===== src/rtl/spi_master_tx_if.sv =====
`default_nettype none
// +-----------------------------------------------------------------------------
// | Module   : spi_master_tx_if
// | Brief    : Parallel request side and serial line side of the SPI master TX.
// | Revision : 1.0 - initial release
// +-----------------------------------------------------------------------------
interface spi_master_tx_if #(
    parameter int BITS = 4
);
    logic            start;
    logic [BITS-1:0] in_buf;
    logic            sck;
    logic            cs;
    logic            mosi;
    logic            busy;
    logic            done;

    modport master (
        input  start,
        input  in_buf,
        output sck,
        output cs,
        output mosi,
        output busy,
        output done
    );

    modport slave (
        output start,
        output in_buf,
        input  sck,
        input  cs,
        input  mosi,
        input  busy,
        input  done
    );
endinterface
`default_nettype wire


===== src/rtl/spi_master_tx.sv =====
`default_nettype none
// +-----------------------------------------------------------------------------
// | Module   : spi_master_tx
// | Brief    : Mode-0 SPI master transmitter, MSB first, active-low cs.
// |            Optional one-word holding register: SPI_MASTER_TX_QUEUE_EN.
// | Revision : 1.0 - initial release
// +-----------------------------------------------------------------------------
module spi_master_tx #(
    parameter int BITS = 4,
    parameter int DIV  = 1
) (
    input  wire logic       clk,
    input  wire logic       reset,
    spi_master_tx_if.master bus
);
    localparam int DW = $clog2(DIV + 1);
    localparam int BW = $clog2(BITS + 1);
    localparam logic [DW-1:0] c_DIV_LAST = DW'(DIV - 1);
    localparam logic [BW-1:0] c_BITS     = BW'(BITS);

    typedef enum logic [1:0] {
        IDLE = 2'd0,
        LEAD = 2'd1,
        HIGH = 2'd2,
        LOW  = 2'd3
    } state_t;

    state_t          r_state, w_state_nxt;
    logic [DW-1:0]   r_div_cnt, w_div_nxt;
    logic [BW-1:0]   r_bit_cnt, w_bit_nxt;
    logic [BITS-1:0] r_shreg, w_shreg_nxt;
    logic            w_done_nxt;
    logic            w_launch;
    logic [BITS-1:0] w_launch_data;
    logic            r_cs, r_sck, r_mosi, r_busy, r_done;

`ifdef SPI_MASTER_TX_QUEUE_EN
    logic            r_q_valid, w_q_valid_nxt;
    logic [BITS-1:0] r_q_data, w_q_data_nxt;
`endif

    always_comb begin
        w_state_nxt = r_state;
        w_div_nxt   = r_div_cnt;
        w_bit_nxt   = r_bit_cnt;
        w_shreg_nxt = r_shreg;
        w_done_nxt  = 1'b0;
`ifdef SPI_MASTER_TX_QUEUE_EN
        // A queued word outranks a fresh start on the done cycle.
        w_launch      = r_q_valid | bus.start;
        w_launch_data = r_q_valid ? r_q_data : bus.in_buf;
        w_q_valid_nxt = r_q_valid;
        w_q_data_nxt  = r_q_data;
        if (r_state != IDLE && bus.start) begin
            w_q_valid_nxt = 1'b1;
            w_q_data_nxt  = bus.in_buf;
        end else if (r_state == IDLE) begin
            w_q_valid_nxt = 1'b0;
        end
`else
        w_launch      = bus.start;
        w_launch_data = bus.in_buf;
`endif
        case (r_state)
            IDLE: begin
                if (w_launch) begin
                    w_state_nxt = LEAD;
                    w_div_nxt   = '0;
                    w_bit_nxt   = '0;
                    w_shreg_nxt = w_launch_data;
                end
            end
            LEAD: begin
                if (r_div_cnt == c_DIV_LAST) begin
                    w_state_nxt = HIGH;
                    w_div_nxt   = '0;
                end else begin
                    w_div_nxt = r_div_cnt + 1'b1;
                end
            end
            HIGH: begin
                // Shifting on the way into LOW advances mosi on the falling edge.
                if (r_div_cnt == c_DIV_LAST) begin
                    w_state_nxt = LOW;
                    w_div_nxt   = '0;
                    w_bit_nxt   = r_bit_cnt + 1'b1;
                    w_shreg_nxt = r_shreg << 1;
                end else begin
                    w_div_nxt = r_div_cnt + 1'b1;
                end
            end
            LOW: begin
                if (r_div_cnt == c_DIV_LAST) begin
                    w_div_nxt = '0;
                    if (r_bit_cnt == c_BITS) begin
                        w_state_nxt = IDLE;
                        w_done_nxt  = 1'b1;
                    end else begin
                        w_state_nxt = HIGH;
                    end
                end else begin
                    w_div_nxt = r_div_cnt + 1'b1;
                end
            end
            default: w_state_nxt = IDLE;
        endcase
    end

    always_ff @(posedge clk) begin
        if (reset) begin
            r_state   <= IDLE;
            r_div_cnt <= '0;
            r_bit_cnt <= '0;
            r_shreg   <= '0;
            r_cs      <= 1'b1;
            r_sck     <= 1'b0;
            r_mosi    <= 1'b0;
            r_busy    <= 1'b0;
            r_done    <= 1'b0;
        end else begin
            r_state   <= w_state_nxt;
            r_div_cnt <= w_div_nxt;
            r_bit_cnt <= w_bit_nxt;
            r_shreg   <= w_shreg_nxt;
            r_cs      <= (w_state_nxt == IDLE);
            r_sck     <= (w_state_nxt == HIGH);
            r_mosi    <= (w_state_nxt != IDLE) & w_shreg_nxt[BITS-1];
            r_busy    <= (w_state_nxt != IDLE);
            r_done    <= w_done_nxt;
        end
    end

`ifdef SPI_MASTER_TX_QUEUE_EN
    always_ff @(posedge clk) begin
        if (reset) begin
            r_q_valid <= 1'b0;
            r_q_data  <= '0;
        end else begin
            r_q_valid <= w_q_valid_nxt;
            r_q_data  <= w_q_data_nxt;
        end
    end
`endif

    assign bus.cs   = r_cs;
    assign bus.sck  = r_sck;
    assign bus.mosi = r_mosi;
    assign bus.busy = r_busy;
    assign bus.done = r_done;
endmodule
`default_nettype wire

===== src/flat_wrapper.sv =====
// flat-port wrapper written by rule: the top's interface ports become plain ports
module spi_master_tx_flat 
#(
    parameter int BITS = 4,
    parameter int DIV  = 1
)
  (clk, reset, bus_start, bus_in_buf, bus_sck, bus_cs, bus_mosi, bus_busy, bus_done);
  spi_master_tx_if #(.BITS(BITS)) bus_i ();
  input  wire logic clk;
  input  wire logic reset;
  input wire logic [$bits(bus_i.start)-1:0] bus_start;
  input wire logic [$bits(bus_i.in_buf)-1:0] bus_in_buf;
  output wire logic [$bits(bus_i.sck)-1:0] bus_sck;
  output wire logic [$bits(bus_i.cs)-1:0] bus_cs;
  output wire logic [$bits(bus_i.mosi)-1:0] bus_mosi;
  output wire logic [$bits(bus_i.busy)-1:0] bus_busy;
  output wire logic [$bits(bus_i.done)-1:0] bus_done;
  assign bus_i.start = bus_start;
  assign bus_i.in_buf = bus_in_buf;
  assign bus_sck = bus_i.sck;
  assign bus_cs = bus_i.cs;
  assign bus_mosi = bus_i.mosi;
  assign bus_busy = bus_i.busy;
  assign bus_done = bus_i.done;
  spi_master_tx #(.BITS(BITS), .DIV(DIV)) u_core (.clk(clk), .reset(reset), .bus(bus_i));
endmodule

===== config.mk =====
export PLATFORM = sky130hd
export DESIGN_NAME = spi_master_tx_flat
export DESIGN_NICKNAME = d
export VERILOG_FILES = /design/src/rtl/spi_master_tx_if.sv /design/src/rtl/spi_master_tx.sv /design/src/flat_wrapper.sv
export SDC_FILE = /design/constraint.sdc
export NUM_CORES = 1
export LEC_CHECK = 0
export ABC_CLOCK_PERIOD_IN_PS = 3500
export BUFFER_PORTS_ARGS = -buffer_cell sky130_fd_sc_hd__buf_2
export CAP_MARGIN = 20
export CORE_AREA = 4 4 41 43
export CTS_CLUSTER_DIAMETER = 200
export CTS_CLUSTER_SIZE = 12
export DETAILED_ROUTE_END_ITERATION = 10
export DIE_AREA = 0 0 45 47
export GPL_TIMING_DRIVEN = 0
export PLACE_DENSITY = 0.75
export SYNTH_ARGS = -nofsm -noshare
export SYNTH_HDL_FRONTEND = slang
export SYNTH_SLANG_ARGS = --single-unit

===== constraint.sdc =====
create_clock -name clk -period 3.5 [get_ports clk]
set_clock_uncertainty 0.05 [all_clocks]
set_input_delay 0.875 -clock clk [delete_from_list [all_inputs] [get_ports clk]]
set_output_delay 0.875 -clock clk [all_outputs]
set_load 0.1 [all_outputs]

Word-level counts from Yosys, hierarchy flattened
Cells that the tools add are included.
{"block": "word_totals", "inputBits": 7, "word_cells": 44, "mem_count": 0, "mem_bits_ro": 0, "reg_bits": 15, "latch_bits": 0, "output_inout_bits": 5, "ram_bits": 0}
{"block": "op_classes", "n_reduce_logical": 7, "div": 0, "n_eq_ne": 7, "multipliers": 0, "n_addsub": 2, "mux": 16, "magnitude_cmp": 0, "n_bitwise": 2, "shifts": 0}
{"cell": "2-bit two-way mux", "n": 5}
{"cell": "4-bit two-way mux", "n": 2}
{"cell": "2-bit one-hot mux with 4 select lines", "n": 1}
{"cell": "4-bit one-hot mux with 2 select lines", "n": 1}
{"cell": "2-bit == test (second input constant)", "n": 3}
{"cell": "3-bit two-way mux", "n": 2}
{"cell": "3-bit one-hot mux with 2 select lines", "n": 1}
{"cell": "3-bit OR reduction", "n": 2}
{"cell": "2-bit zero test", "n": 2}
{"cell": "2-bit inequality test (second input constant)", "n": 2}
{"cell": "2-bit nonzero test", "n": 2}
{"cell": "3-bit by 1-bit adder with 3-bit output (second input constant)", "n": 1}
{"cell": "3-bit == test (second input constant)", "n": 1}
{"cell": "1-bit two-way mux", "n": 3}
{"cell": "3-bit AND reduction", "n": 1}
{"cell": "2-bit by 1-bit == test with 1-bit output (second input constant)", "n": 1}
{"cell": "1-bit one-hot mux with 2 select lines", "n": 1}
{"cell": "1-bit adder (second input constant)", "n": 1}
{"cell": "1-bit bitwise AND", "n": 1}
{"cell": "1-bit NOT", "n": 1}

Depth between registers and ports, before layout
Gate-level depths: netlist (run 1).
{"block": "logic_depth", "depth_word": 6, "mapped_depth": 5, "mapped_depth_nobuf": 5}

Worst setup path before layout (run 1)
No wires, ideal clock.
{"block": "synth_path", "path_kind": "flip-flop to output port", "from": "reg u_core.r_busy, in the netlist u_core.bus.busy", "to": "out bus_busy", "required_ps": 2575, "t_arrival_ps": 909, "slack_ps": 1666, "path_stages_with_launch": 1, "n_path_buf": 0, "cell_sequence": "dfxtp_1"}
{"item": "from (decl)", "line": "spi_master_tx.sv:35", "text": "logic r_cs, r_sck, r_mosi, r_busy, r_done;"}
{"item": "from (signal assigned)", "line": "spi_master_tx.sv:128", "text": "r_busy <= (w_state_nxt != IDLE);"}
{"item": "to (decl)", "line": "flat_wrapper.sv:16", "text": "output wire logic [$bits(bus_i.busy)-1:0] bus_busy;"}
No word-level cell between the ends.

Final worst setup path (run 1)
{"block": "layout_path", "from": "reg u_core.r_cs, in the netlist u_core.bus.cs", "to": "out bus_cs"}
{"item": "from (decl)", "line": "spi_master_tx.sv:35"}
{"item": "from (signal assigned)", "line": "spi_master_tx.sv:125", "text": "r_cs <= (w_state_nxt == IDLE);"}
{"item": "to (decl)", "line": "flat_wrapper.sv:14", "text": "output wire logic [$bits(bus_i.cs)-1:0] bus_cs;"}
No word-level cell between the ends.

==> impl_results.md, run 1 <==
- P_leak: 0.293 nW
- Layout Cells excl Fill: 89
- Post-DP HPWL: 699 um
- NetSw: 0.105 mW
- CP Launch Type: flop
- CTS tree: built
- Post-cts sizing count: 0
- Post-CTS Setup Bufs: 0
- H-tree depth: 1
- Sw Ratio: 31.1%
- Clk pin slew, worst setup/hold paths: 80 ps
- Post-Syn Area: 581 um2
- Crit path largest cell delay: 410 ps
- Total gr overflow: 0
- FP Rows: 13
- Fillcell total: 128
- Starting Density: 44.6%
- Crit-path leading delay family: buffers and inverters
- I/O pins: 12
- First-pass GRT wire length: 1520 um
- Max-Cap Viols: 0
- Chip height: 47 um
- Layout cells sized above 1: 25.7%
- P_int: 0.234 mW
- Via count: 451
- Minimum clock period: 1930 ps
- # port buffers: 11
- Register area share after synthesis: 48.3%
- Initial antenna violation count: 0
- Total GRT Usage: 10.6%
- First DRT Iteration DRCs: 14
- Final setup fails: 0
- Status: finished clean
- Met3 Track Usage GR: 6.13%
- Largest net degree at the start of global routing: 11
- Syn avg cell area: 9.68 um2
- Final critical-path share of the clock period: 55.2%
- Register area: 280 um2
- Core area: 1300 um2
- Clock share of power: 26.7%
- Worst rel slew slack: 67.9%
- Post-layout util: 52.0%
- CTS Buf Count: 3
- Slew Viols, Final: 0
- Worst-Margin Slew: 485 ps
- Synth unique cells: 22
- Wire per inst: 11.1 um
- Drt drc: 0
- Nets: 85
- Die ar.: 2120 um2
- Unrepaired setup endpoints after global routing: no
- Slowest cell on crit path: buf_2
- Synth warnings: 0
- Critical Path AT: 1010 ps
- Post-synth top area share: 48.3%
- Maximum buffer depth of the clock tree: 2
- Multi-input gate area: 240 um2
- Mapped Nets: 69
- Top cells by area, synth: dfxtp_1 48%, inv_1 5.2%, nor2_1 5.2%
- Top cells by count, synth: 14 x dfxtp_1, 8 x inv_1, 8 x nor2_1
- GP Congestion: 0.699
- Syn Inst Count: 60
- Latest clock arrival within the worst-skew pair: 280 ps
- Cells after DPL: 86
- M1 GR Usage: 11.8%
- Cell area after layout: 677 um2
- Worst setup EP type: output pin
- Count of antenna diodes in the layout: 0
- Crit path buffers/inverters: 1
- Number of enable flip-flop cells after synthesis: 0
- CP Max Fanout: 1
- Count leader, synth: dfxtp_1
- Vias in the first global route: 350
- Hold_buf cts: 0
- Kind of critical path: reg -> out
- Gate power share: 21.9%
- Hold Fails Final Rpt: 0
- FF+latch count, synth: 14
- Post-Place Cell Area: 654 um2
- Die Wd: 45 um
- Highest clock rate: 518 MHz
- Leading area contributor after synthesis: dfxtp_1
- First drt pass iteration count: 2
- Clock sink total: 14
- Global route hottest layer: met2
- Critical path required time: 2570 ps
- Asr flop ratio synth: 0%
- Met2 Track Usage GR: 15.3%
- WL final: 988 um
- PwrDens: 502 nW/um2
- ANT nets after route: 0
- Area Overhead vs Synth: 16.6%
- VDD IR max: 0.000187 V
- Post-synth top flop: dfxtp_1
- Avg Vias per Cell: 5.07
- Clk root buf: clkbuf_4
- Power share of the sequential group: 51.5%
- Setup TNS: 0 ps
- Min-Delay Path Class: reg -> reg
- Power, Total: 0.340 mW
- Critical path, cell by cell: buf_2
worst register-to-register path, cell delays in order, from the launching register on:
cell and delay (ps):
dfxtp_1 370, inv_1 60, ha_1 210, and4_1 210
or3_4 340, nor2_1 110
power by group through the flow:
stage | Combinational, mW | Sequential [mW] | Clock [mW]
6_report | 0.0742 | 0.175 | 0.0906
4_1_cts | 0.0749 | 0.175 | 0.0952
5_1_grt | 0.0798 | 0.176 | 0.0992
3_5_place_dp | 0.0747 | 0.179 | 0
3_3_place_gp | 0.0740 | 0.178 | 0
2_1_floorplan | 0.0336 | 0.205 | 0
per-stage QoR:
stage	worst slack [ps]	hold WS [ps]
final	1570	427
after global routing	1530	450
after CTS	1550	424
after detailed placement	1770	409
after global placement	1790	407
after floorplan	1670	390
placed cells by master, fill, tap and decap left out:
master     n
ha_1       2
o21bai_4   1
nor3_1     2
nor3b_1    3
buf_6      2
inv_1      8
nand3_1    1
buf_2     11
nand2b_1   1
o21ai_0    1
nor2b_1    3
nor2_1     8
buf_4      1
a221oi_1   2
a21oi_1    2
and4_1     1
dfxtp_1   14
a32oi_1    2
nand2_1    1
or2b_1     1
o22ai_1    2
clkbuf_4   3
or3_4      1
a221o_1    1
logic make-up (layout without fill, tap and decap cells):
logic type	after synthesis	after routing	share of synthesized area, %
fa+ha+maj	2	2	4.31
simple gates	22	22	21.3
compound gates	11	11	15.7
buf+inv	11	25	10.3
flops	14	14	48.3
flip-flops by register name, indices dropped and copies added (netlist names):
register,count
u_core.bus.busy,1
u_core.bus.done,1
u_core.r_state,2
u_core.bus.cs,1
u_core.r_bit_cnt,3
u_core.bus.mosi,1
u_core.bus.sck,1
u_core.r_shreg,4
cell type report:
cell class / instances / area share (%)
tap: 15 / 2.77
buffer: 3 / 4.44
multi-input combinational: 35 / 35.5
sequential: 14 / 41.4
inverter: 8 / 4.44
clock buffer: 3 / 3.33
timing repair buffer: 11 / 8.13
metal layers:
metal | routed length, um | vias up | share of wire [%]
met3 | 87 | 5 | 8.8
met5 | 0 | - | 0
li1 | - | 231 | -
met2 | 435 | 12 | 44
met1 | 444 | 203 | 45
met4 | 20 | 0 | 2.0
worst paths after layout:
check	from	to	slack, ps	depth (start not counted)
min	u_core.r_shreg[2]	u_core.r_shreg[2]	430	2
max	u_core.bus.cs	bus_cs	1570	1
min reg2reg	u_core.r_shreg[2]	u_core.r_shreg[2]	430	2
max reg2reg	u_core.r_bit_cnt[0]	u_core.bus.mosi	2090	5
Power figures use the tool's default switching activity.
==> inputs of run 2 (changes only) <==
--- a/config.mk
+++ b/config.mk
@@ -5,7 +5,7 @@
 export SDC_FILE = /design/constraint.sdc
 export NUM_CORES = 1
 export LEC_CHECK = 0
-export ABC_CLOCK_PERIOD_IN_PS = 3500
+export ABC_CLOCK_PERIOD_IN_PS = 1700
 export BUFFER_PORTS_ARGS = -buffer_cell sky130_fd_sc_hd__buf_2
 export CAP_MARGIN = 20
 export CORE_AREA = 4 4 41 43
@@ -14,7 +14,7 @@
 export DETAILED_ROUTE_END_ITERATION = 10
 export DIE_AREA = 0 0 45 47
 export GPL_TIMING_DRIVEN = 0
-export PLACE_DENSITY = 0.75
+export PLACE_DENSITY = 0.77
 export SYNTH_ARGS = -nofsm -noshare
 export SYNTH_HDL_FRONTEND = slang
 export SYNTH_SLANG_ARGS = --single-unit
==> constraint.sdc (replaced) <==
create_clock -name clk -period 1.7 [get_ports clk]
set_clock_uncertainty 0.05 [all_clocks]
set_input_delay 0.425 -clock clk [delete_from_list [all_inputs] [get_ports clk]]
set_output_delay 0.425 -clock clk [all_outputs]
set_load 0.1 [all_outputs]
==> impl_results.md, run 2 (same netlist as run 1, synthesis figures left out) <==
- Status: finished clean
- Post-DP HPWL: 755 um (+8.1%)
- Starting Density: 44.6% (unchanged)
- Worst rel slew slack: 67.9% (about the same)
- Final setup fails: 0 (unchanged)
- Sw Ratio: 28.4% (-2.7 points)
- Crit path buffers/inverters: 1 (unchanged)
- Critical Path AT: 990 ps (-20 ps)
- Max-Cap Viols: 0 (unchanged)
- CTS Buf Count: 3 (unchanged)
- Top flop regs: u_core.r_shreg (4), u_core.r_bit_cnt (3), u_core.r_state (2)
- FF-to-FF path depth: 5 (unchanged)
- First DRT Iteration DRCs: 12 (-2)
- Crit path largest cell delay: 410 ps (about the same)
- Power share of the sequential group: 48.7% (-2.8 points)
- Core area: 1300 um2 (unchanged)
- Slowest cell on crit path: buf_2
- Clk pin slew, worst setup/hold paths: 80 ps (about the same)
- FP Rows: 13 (unchanged)
- Reg2Reg Setup Slack: 300 ps (-1790 ps)
- CP Launch Type: flop
- Count of antenna diodes in the layout: 0 (unchanged)
- Clock sink total: 14 (unchanged)
- GP Congestion: 0.684 (-2.1%)
- Min-Delay Path Class: in -> reg
- Most common cell after layout, fill and taps aside: dfxtp_1
- First drt pass iteration count: 4 (+2)
- Via count: 447 (-0.89%)
- ANT nets after route: 0 (unchanged)
- Highest clock rate: 682 MHz
- Minimum clock period: 1470 ps
- Fillcell total: 135 (+5.5%)
- First-pass GRT wire length: 1650 um (+8.6%)
- Initial antenna violation count: 0 (unchanged)
- NetSw: 0.210 mW (+99%)
- Biggest register: u_core.r_shreg
- Post-layout util: 53.1% (+1.1 points)
- Gate power share: 20.6% (-1.3 points)
- Die Wd: 45 um (unchanged)
- VDD IR max: 0.000551 V (+190%)
- P_leak: 0.300 nW (+2.5%)
- Worst setup EP type: output pin
- Final critical-path share of the clock period: 86.3%
- Hold Fails Final Rpt: 0 (unchanged)
- PwrDens: 1070 nW/um2 (+110%)
- Chip height: 47 um (unchanged)
- P_int: 0.530 mW (+130%)
- Largest net degree at the start of global routing: 11 (unchanged)
- Post-cts sizing count: 0 (unchanged)
- Crit-path leading delay family: buffers and inverters
- Clk root buf: clkbuf_4
- CP Max Fanout: 1 (unchanged)
- Kind of critical path: reg -> out
- Post-CTS Setup Bufs: 0 (unchanged)
- Setup TNS: 0 ps (unchanged)
- CTS tree: built
- Worst setup path endpoint: bus_cs
- Unrepaired setup endpoints after global routing: no
- Worst r2r src: u_core.r_bit_cnt[0]
- Layout cells sized above 1: 26.7% (+0.99 points)
- Drt drc: 0 (unchanged)
- Final hold slack: 355 ps (-72.1 ps)
- Clock share of power: 30.7% (+4.0 points)
- # port buffers: 11 (unchanged)
- Worst Setup SP: u_core.bus.cs
- Wire per inst: 11.0 um (-0.91%)
- Total GRT Usage: 10.9% (+0.34 points)
- Total gr overflow: 0 (unchanged)
- Vias in the first global route: 422 (+21%)
- H-tree depth: 1 (unchanged)
- WL final: 990 um (+0.20%)
- Maximum buffer depth of the clock tree: 2 (unchanged)
- Latest clock arrival within the worst-skew pair: 270 ps (about the same)
- Hold_buf cts: 0 (unchanged)
- Register area: 280 um2 (unchanged)
- Crit. path cell count: 1 (unchanged)
- Critical path required time: 1220 ps (-1350 ps)
- Area Overhead vs Synth: 19.0%
- Reg-to-reg endpoint: u_core.bus.mosi
- Critical path, cell by cell: buf_2
- Die ar.: 2120 um2 (unchanged)
- Nets: 85 (unchanged)
- Avg Vias per Cell: 4.97 (-2.0%)
- Commonest non-fill, non-tap cells in the layout: 14 x dfxtp_1, 11 x buf_2, 8 x inv_1, 8 x nor2_1
- Slew Viols, Final: 0 (unchanged)
- I/O pins: 12 (unchanged)
- Multi-input gate area: 240 um2 (unchanged)
- Worst-Margin Slew: 485 ps (+0.0923 ps)
- Largest register FFs: 4 (unchanged)
[run 2: cell count changes in the layout (fill, tap and decap cells not counted), sizes merged]
cell	change
clkbuf	+1
[run 2: area by class of cell]
type / count / share of cell area (%)
Sequential cell: 14 / 40.6
Multi-Input combinational cell: 35 / 34.8
Timing Repair Buffer: 11 / 7.97
Clock buffer: 4 / 5.25
Buffer: 3 / 4.35
Inverter: 8 / 4.35
Tap cell: 15 / 2.72
[run 2: power groups by stage]
stage          Clock (mW)  Combinational [mW]  Sequential (mW)
5_1_grt             0.256               0.166            0.363
4_1_cts             0.241               0.154            0.360
2_1_floorplan           0              0.0691            0.422
6_report            0.227               0.153            0.360
3_5_place_dp            0               0.154            0.368
3_3_place_gp            0               0.151            0.367
[run 2: metrics by stage]
| step | instance area, um2 | instances | total power, mW | setup WS [ps] |
|---|---|---|---|---|
| 5_1_grt | 691 | 90 | 0.784 | 183 |
| 3_3_place_gp | 654 | 86 | 0.518 | 343 |
| 3_5_place_dp | 654 | 86 | 0.522 | 316 |
| 4_1_cts | 691 | 90 | 0.756 | 209 |
| 2_1_floorplan | 581 | 60 | 0.492 | 316 |
| 6_report | 691 | 90 | 0.740 | 233 |
[run 2: worst min-delay path by stage]
stage | start | end | slack [ps] | cells past startpoint
5_1_grt | reset | u_core.bus.cs | 340 | 2
3_5_place_dp | u_core.r_shreg[1] | u_core.r_shreg[1] | 420 | 2
6_report | reset | u_core.bus.cs | 360 | 2
3_3_place_gp | u_core.r_shreg[1] | u_core.r_shreg[1] | 410 | 2
4_1_cts | reset | u_core.bus.cs | 340 | 2
2_1_floorplan | u_core.r_shreg[1] | u_core.r_shreg[1] | 390 | 2
[run 2: routing by layer]
layer / vias up / global-route usage [%] / part of all wire [%]
li1: 234 / - / -
met1: 198 / 12.8 / 45
met2: 13 / 17.2 / 47
met3: 2 / 5.75 / 7.4
met4: 0 / 3.51 / 0.81
met5: - / 0 / 0
